===== src/rtl/vid_bus_pkg.sv =====
// Shared definitions for the video-bus initiator: command opcodes, FSM states and the
// bus addresses of the video responder regions.
package vid_bus_pkg;

  localparam logic [1:0] OP_FILL  = 2'b00;
  localparam logic [1:0] OP_WRITE = 2'b01;
  localparam logic [1:0] OP_READ  = 2'b10;

  localparam logic [15:0] SPR_BASE     = 16'hD000;
  localparam logic [15:0] PAL_BASE     = 16'hD800;
  localparam logic [15:0] VRAM0_BASE   = 16'hE000;
  localparam logic [15:0] VRAM1_BASE   = 16'hE800;
  localparam logic [15:0] SCRREG_BASE  = 16'hEFBC;
  localparam logic [15:0] MIXCOLL_BASE = 16'hF000;
  localparam logic [15:0] SPRCOLL_BASE = 16'hF800;

  typedef enum logic [2:0] {
    StIdle,
    StReq,
    StFill,
    StWstr,
    StRaddr,
    StRwait,
    StRpush,
    StFin
  } state_t;

endpackage


===== src/rtl/vid_bus_addrgen.sv =====
// Address/byte-count register for one transfer: loads base and length, steps address+1 and
// count-1, and flags the final byte. The address wraps at 16 bits.
module vid_bus_addrgen #(
  parameter int unsigned LEN_W = 12
) (
  input  logic             clk_i,
  input  logic             rst_ni,
  input  logic             load_i,
  input  logic [15:0]      base_i,
  input  logic [LEN_W-1:0] len_i,
  input  logic             step_i,
  output logic [15:0]      addr_o,
  output logic             last_o
);

  logic [15:0]      addr_q;
  logic [LEN_W-1:0] cnt_q;

  always_ff @(posedge clk_i or negedge rst_ni) begin
    if (!rst_ni) begin
      addr_q <= 16'h0000;
      cnt_q  <= '0;
    end else if (load_i) begin
      addr_q <= base_i;
      cnt_q  <= len_i;
    end else if (step_i) begin
      addr_q <= addr_q + 16'd1;
      cnt_q  <= cnt_q - LEN_W'(1);
    end
  end

  assign addr_o = addr_q;
  assign last_o = (cnt_q == LEN_W'(1));

endmodule


===== src/rtl/vid_bus_master.sv =====
// Video-bus initiator: fills, stream-writes or reads back video memory while granted the bus.
// Define VBLANK_SYNC_EN to add a vblk input that holds off bus_req until vertical blank.
module vid_bus_master
  import vid_bus_pkg::*;
#(
  parameter int unsigned LEN_W  = 12,
  parameter int unsigned RD_LAT = 1
) (
`ifdef VBLANK_SYNC_EN
  input  logic             vblk,
`endif
  input  logic             cpu_cl,
  input  logic             RESET_N,
  input  logic             cmd_valid,
  output logic             cmd_ready,
  input  logic [1:0]       cmd_op,
  input  logic [15:0]      cmd_base,
  input  logic [LEN_W-1:0] cmd_len,
  input  logic [7:0]       cmd_data,
  input  logic             wd_valid,
  output logic             wd_ready,
  input  logic [7:0]       wd_data,
  output logic             rd_valid,
  input  logic             rd_ready,
  output logic [7:0]       rd_data,
  output logic             busy,
  output logic             done,
  output logic             err,
  output logic             bus_req,
  input  logic             bus_gnt,
  output logic [15:0]      bus_ad,
  output logic             bus_wr,
  output logic [7:0]       bus_dw,
  input  logic             bus_rdok,
  input  logic [7:0]       bus_dr
);

  state_t      state_q;
  logic [1:0]  op_q;
  logic [7:0]  data_q;
  logic        err_q;
  logic        bus_req_q;
  logic [7:0]  rd_data_q;
  logic [7:0]  lat_q;
  logic        rdok_q;
  logic        load_ag;
  logic        step_ag;
  logic        last_ag;
  logic        vblk_ok;

`ifdef VBLANK_SYNC_EN
  assign vblk_ok = vblk;
`else
  assign vblk_ok = 1'b1;
`endif

  assign load_ag = (state_q == StIdle) && cmd_valid;

  always_comb begin
    step_ag = 1'b0;
    unique case (state_q)
      StFill:  step_ag = bus_gnt;
      StWstr:  step_ag = wd_valid & bus_gnt;
      StRpush: step_ag = rd_ready;
      default: step_ag = 1'b0;
    endcase
  end

  vid_bus_addrgen #(
    .LEN_W(LEN_W)
  ) u_addrgen (
    .clk_i  (cpu_cl),
    .rst_ni (RESET_N),
    .load_i (load_ag),
    .base_i (cmd_base),
    .len_i  (cmd_len),
    .step_i (step_ag),
    .addr_o (bus_ad),
    .last_o (last_ag)
  );

  always_ff @(posedge cpu_cl or negedge RESET_N) begin
    if (!RESET_N) begin
      state_q   <= StIdle;
      op_q      <= OP_FILL;
      data_q    <= 8'h00;
      err_q     <= 1'b0;
      bus_req_q <= 1'b0;
      rd_data_q <= 8'h00;
      lat_q     <= 8'h00;
      rdok_q    <= 1'b0;
    end else begin
      unique case (state_q)
        StIdle: begin
          if (cmd_valid) begin
            op_q   <= cmd_op;
            data_q <= cmd_data;
            err_q  <= (cmd_op == 2'b11);
            if ((cmd_len == '0) || (cmd_op == 2'b11)) begin
              state_q <= StFin;
            end else begin
              state_q   <= StReq;
              bus_req_q <= vblk_ok;
            end
          end
        end
        StReq: begin
          if (!bus_req_q) begin
            bus_req_q <= vblk_ok;
          end else if (bus_gnt) begin
            case (op_q)
              OP_FILL:  state_q <= StFill;
              OP_WRITE: state_q <= StWstr;
              default:  state_q <= StRaddr;
            endcase
          end
        end
        StFill, StWstr: begin
          if (step_ag && last_ag) begin
            state_q   <= StFin;
            bus_req_q <= 1'b0;
          end
        end
        StRaddr: begin
          if (bus_gnt) begin
            rdok_q  <= bus_rdok;
            lat_q   <= 8'h00;
            state_q <= StRwait;
          end
        end
        StRwait: begin
          // Losing the grant mid-read discards the access; RADDR re-issues the same address.
          if (!bus_gnt) begin
            state_q <= StRaddr;
          end else if (lat_q == 8'(RD_LAT - 1)) begin
            rd_data_q <= rdok_q ? bus_dr : 8'hFF;
            if (!rdok_q) err_q <= 1'b1;
            state_q <= StRpush;
          end else begin
            lat_q <= lat_q + 8'd1;
          end
        end
        StRpush: begin
          if (rd_ready) begin
            if (last_ag) begin
              state_q   <= StFin;
              bus_req_q <= 1'b0;
            end else begin
              state_q <= StRaddr;
            end
          end
        end
        StFin: begin
          err_q   <= 1'b0;
          state_q <= StIdle;
        end
        default: state_q <= StIdle;
      endcase
    end
  end

  assign cmd_ready = (state_q == StIdle);
  assign busy      = (state_q != StIdle);
  assign done      = (state_q == StFin);
  assign err       = (state_q == StFin) && err_q;
  assign bus_req   = bus_req_q;
  assign wd_ready  = (state_q == StWstr) && bus_gnt;
  assign rd_valid  = (state_q == StRpush);
  assign rd_data   = rd_data_q;
  assign bus_wr    = ((state_q == StFill) && bus_gnt) || (wd_valid && wd_ready);
  assign bus_dw    = (state_q == StFill) ? data_q :
                     (state_q == StWstr) ? wd_data : 8'h00;

endmodule


===== config.mk =====
export PLATFORM = sky130hd
export DESIGN_NAME = vid_bus_master
export DESIGN_NICKNAME = d
export VERILOG_FILES = /design/src/rtl/vid_bus_pkg.sv /design/src/rtl/vid_bus_addrgen.sv /design/src/rtl/vid_bus_master.sv
export SDC_FILE = /design/constraint.sdc
export NUM_CORES = 1
export LEC_CHECK = 0
export ABC_AREA = 0
export CORE_MARGIN = 5
export CORE_UTILIZATION = 49
export CTS_BUF_LIST = sky130_fd_sc_hd__clkbuf_4
export CTS_CLUSTER_DIAMETER = 80
export DETAILED_ROUTE_END_ITERATION = 10
export PLACE_DENSITY = 0.83
export SYNTH_ARGS = -nofsm -noshare
export SYNTH_HDL_FRONTEND = slang
export SYNTH_SLANG_ARGS = --single-unit
export TNS_END_PERCENT = 50

===== constraint.sdc =====
create_clock -name cpu_cl -period 2.25 [get_ports cpu_cl]
set_input_delay 0.3375 -clock cpu_cl [delete_from_list [all_inputs] [get_ports cpu_cl]]
set_output_delay 0.3375 -clock cpu_cl [all_outputs]
set_load 0.05 [all_outputs]

==> results.ini, run 1 <==
[run_status]
status=completed

[placement]
post-dp-hpwl_microns=6653
port_buffers=100
place_congestion=0.8589

[sta]
setup_tns_ns=0
setup_violations=0
final-hold-violation-count=0
rsz0062_at_grt=true
finClkSkew_ns=0.01451
timing.slew.headroom_pct=48.30
fmaxAchievable_mhz=471.2
drv_slew=0
worstMarginPinSlew_ns=0.7754
period_needed_ns=2.122
finalCritPeriodShare_pct=94.32

[global_route]
grt_pass1_vias=3165
overflow=0
grtUsageTotal_pct=21.96
antenna_found_initial=0
grt_pass1_wl_microns=14990
grt_max_degree=61

[min_path]
hold_class=in -> async

[die]
design.core.area_sq_um=6681
initial_utilization_pct=49.61
die_y_microns=92.25
pin_count=101
die_w_microns=92.25
rows=30
dieArea_sq_um=8509

[finish]
nets=558
layout-drive-gt1-share_pct=11.92
antennaDiodeCount=0
fillCellCount=499
multi_input_area_sq_um=1712
area_delta_synth_final_pct=43.00
regArea_sq_um=1503

[detailed_routing]
vias=3253
via_per_inst=5.657
drt_iter0_drc=252
dr.pass1.iters=5
drc_errors=0
postRouteWirelength_microns=8884
drtAntennaViolNets=0
wire_per_inst_microns=15.45

[yosys]
synth_edf_count=0
yosys_warnings=0
ys_types=55
synth_top_area_share_pct=45.30
yosys-top-cells-count=71 x nand2_1, 60 x dfrtp_1, 45 x nor2_1
synth.most_common_cell=nand2_1
synth_cells=383
yosysSeqAreaShare_pct=45.30
yosys.area.top_type=dfrtp_1
synth-seq-cells=60
syn_area_sq_um=3314
synth.area.top_cells=dfrtp_1 45%, nand2_1 8.0%, nor2_1 5.1%
postSynthAreaPerCell_sq_um=8.654
yosys_most_used_dff=dfrtp_1
syn_nets=449
async_reset_ff_share_pct=100.0

[clock_network]
clock_latency_ns=0.39
clk_pin_slew_ns=0.10
cts_buffers=9
htreeDepth=3
clockRootBuffer=clkbuf_4
postCtsSetupBuffers=0
cts_tree=built
cts.sinks=60
cts_buffer_depth=2

[power]
pwr-share-comb_pct=60.0
pwr-share-clk_pct=9.1
seqPwrFrac_pct=30.9
vdd_ir_drop_max_mv=0.6772
powerDensity_nw_per_um2=1362
cellLeakagePower_nw=2.040
fin_total_pwr_w=0.006453
p_int_w=0.003318
power.switching_w=0.003135
swShare_pct=48.59

[critical_path]
crit_start=state_q[2]
worstSetupEndpoint=bus_dw[5]
cp.required_ns=1.91
reg2reg_setup_slack_ns=0.19
r2r-end=u_addrgen.cnt_q[11]
regToRegStartpoint=u_addrgen.cnt_q[0]
worst-setup-path-type=reg -> out
worstPathArrival_ns=1.78
ff2ff_path_depth=5
critPathMaxFanout=13
worst_setup_path_end_kind=output port
critPathLaunchType=flip-flop

[job]
max_cap_viol_count=0

-- power groups by stage --
stage | sequential, W | combinational [W] | clock [W]
final | 0.00199 | 0.00387 | 0.000588
after floorplan | 0.00261 | 0.00180 | 0
after global routing | 0.00207 | 0.00416 | 0.000669
after global placement | 0.00197 | 0.00376 | 0
after detailed placement | 0.00200 | 0.00386 | 0
after CTS | 0.00198 | 0.00388 | 0.000608
-- worst min path at each step --
stage | start | slack (ns) | to
floorplan | RESET_N | 0.04 | bus_req
global placement | op_q[0] | 0.46 | op_q[0]
detailed placement | op_q[0] | 0.46 | op_q[0]
CTS | RESET_N | 0.11 | u_addrgen.cnt_q[8]
global route | RESET_N | 0.14 | u_addrgen.cnt_q[2]
finish | RESET_N | 0.08 | u_addrgen.cnt_q[2]
-- layout by cell type, fill, tap and decap left out, types with 5 or more instances in the layout --
cell type,instances
clkdlybuf4s50_1,84
nand2_1,71
dfrtp_1,59
nor2_1,44
o21ai_1,16
a21oi_1,16
buf_12,16
o21ai_0,15
buf_4,15
nor3_1,13
nor4_1,12
mux2i_1,11
inv_1,10
clkbuf_4,10
xnor2_1,9
and3_1,6
a211oi_1,6
nand4_1,5
ha_1,5
-- metal layers --
| metal | GRT usage (%) | vias to the layer above | wire [microns] |
|---|---|---|---|
| met4 | 8.416 | 0 | 191 |
| met5 | 0 | - | 0 |
| met1 | 28.59 | 1533 | 3747 |
| met3 | 5.989 | 18 | 726 |
| met2 | 34.85 | 131 | 4218 |
| li1 | - | 1571 | - |
-- critical path: stages, from the launching register on --
cell and delay (ns):
dfrtp_1 0.45, buf_4 0.21, nand2b_1 0.30, nor2_1 0.27
buf_12 0.17
-- kinds of logic after synthesis --
family	Yosys count	share of synthesized area, %
adders and majority gates	5	1.888
buffers and inverters	30	3.624
muxes	13	4.002
and+or+nand+nor	183	26.80
xor gates and xnor gates	13	3.435
DFF	60	45.30
AOI/OAI and AO/OA	79	14.95
-- stage by stage --
step           hold slack, ns  cells  cell area (sq um)  util [%]  worst slack (ns)
4_1_cts                0.1109    575               4728     70.77          0.004617
3_3_place_gp           0.4557    561               4631     69.31           0.08028
5_1_grt                0.1354    575               4740     70.94         -0.006640
3_5_place_dp           0.4645    561               4631     69.31           0.01339
6_report              0.08469    575               4740     70.94            0.1279
2_1_floorplan         0.04191    383               3317         -          -0.08022
-- state kept, by name (all words and copies together) (netlist names), 2 cells and up --
register          flops
data_q                8
lat_q                 8
op_q                  2
rd_data               8
state_q               3
u_addrgen.addr_o     16
u_addrgen.cnt_q      12
-- layout make-up --
class                           instances  share of cell area, %
Multi-Input combinational cell        293                  36.11
Sequential cell                        60                  31.71
Timing Repair Buffer                  117                  27.22
Tap cell                               80                  2.112
Clock buffer                           10                  1.584
Inverter                               11                 0.8712
Clock inverter                          4                 0.3960
-- what timing repair did --
| item | CTS | global route |
|---|---|---|
| endpoints found under the setup margin | 1 | 5 |
| pin swaps | 0 | 0 |
| hold buffers | 0 | 0 |
| gates resized for setup | 1 | 3 |
Power figures use the tool's default switching activity.
==> inputs of run 2 (changes only) <==
--- a/config.mk
+++ b/config.mk
@@ -10,6 +10,7 @@
 export CORE_UTILIZATION = 49
 export CTS_BUF_LIST = sky130_fd_sc_hd__clkbuf_4
 export CTS_CLUSTER_DIAMETER = 80
+export CTS_CLUSTER_SIZE = 8
 export DETAILED_ROUTE_END_ITERATION = 10
 export PLACE_DENSITY = 0.83
 export SYNTH_ARGS = -nofsm -noshare
==> results of run 2 <==
Same layout as run 1: the final DEF is identical, and so are final timing and power.
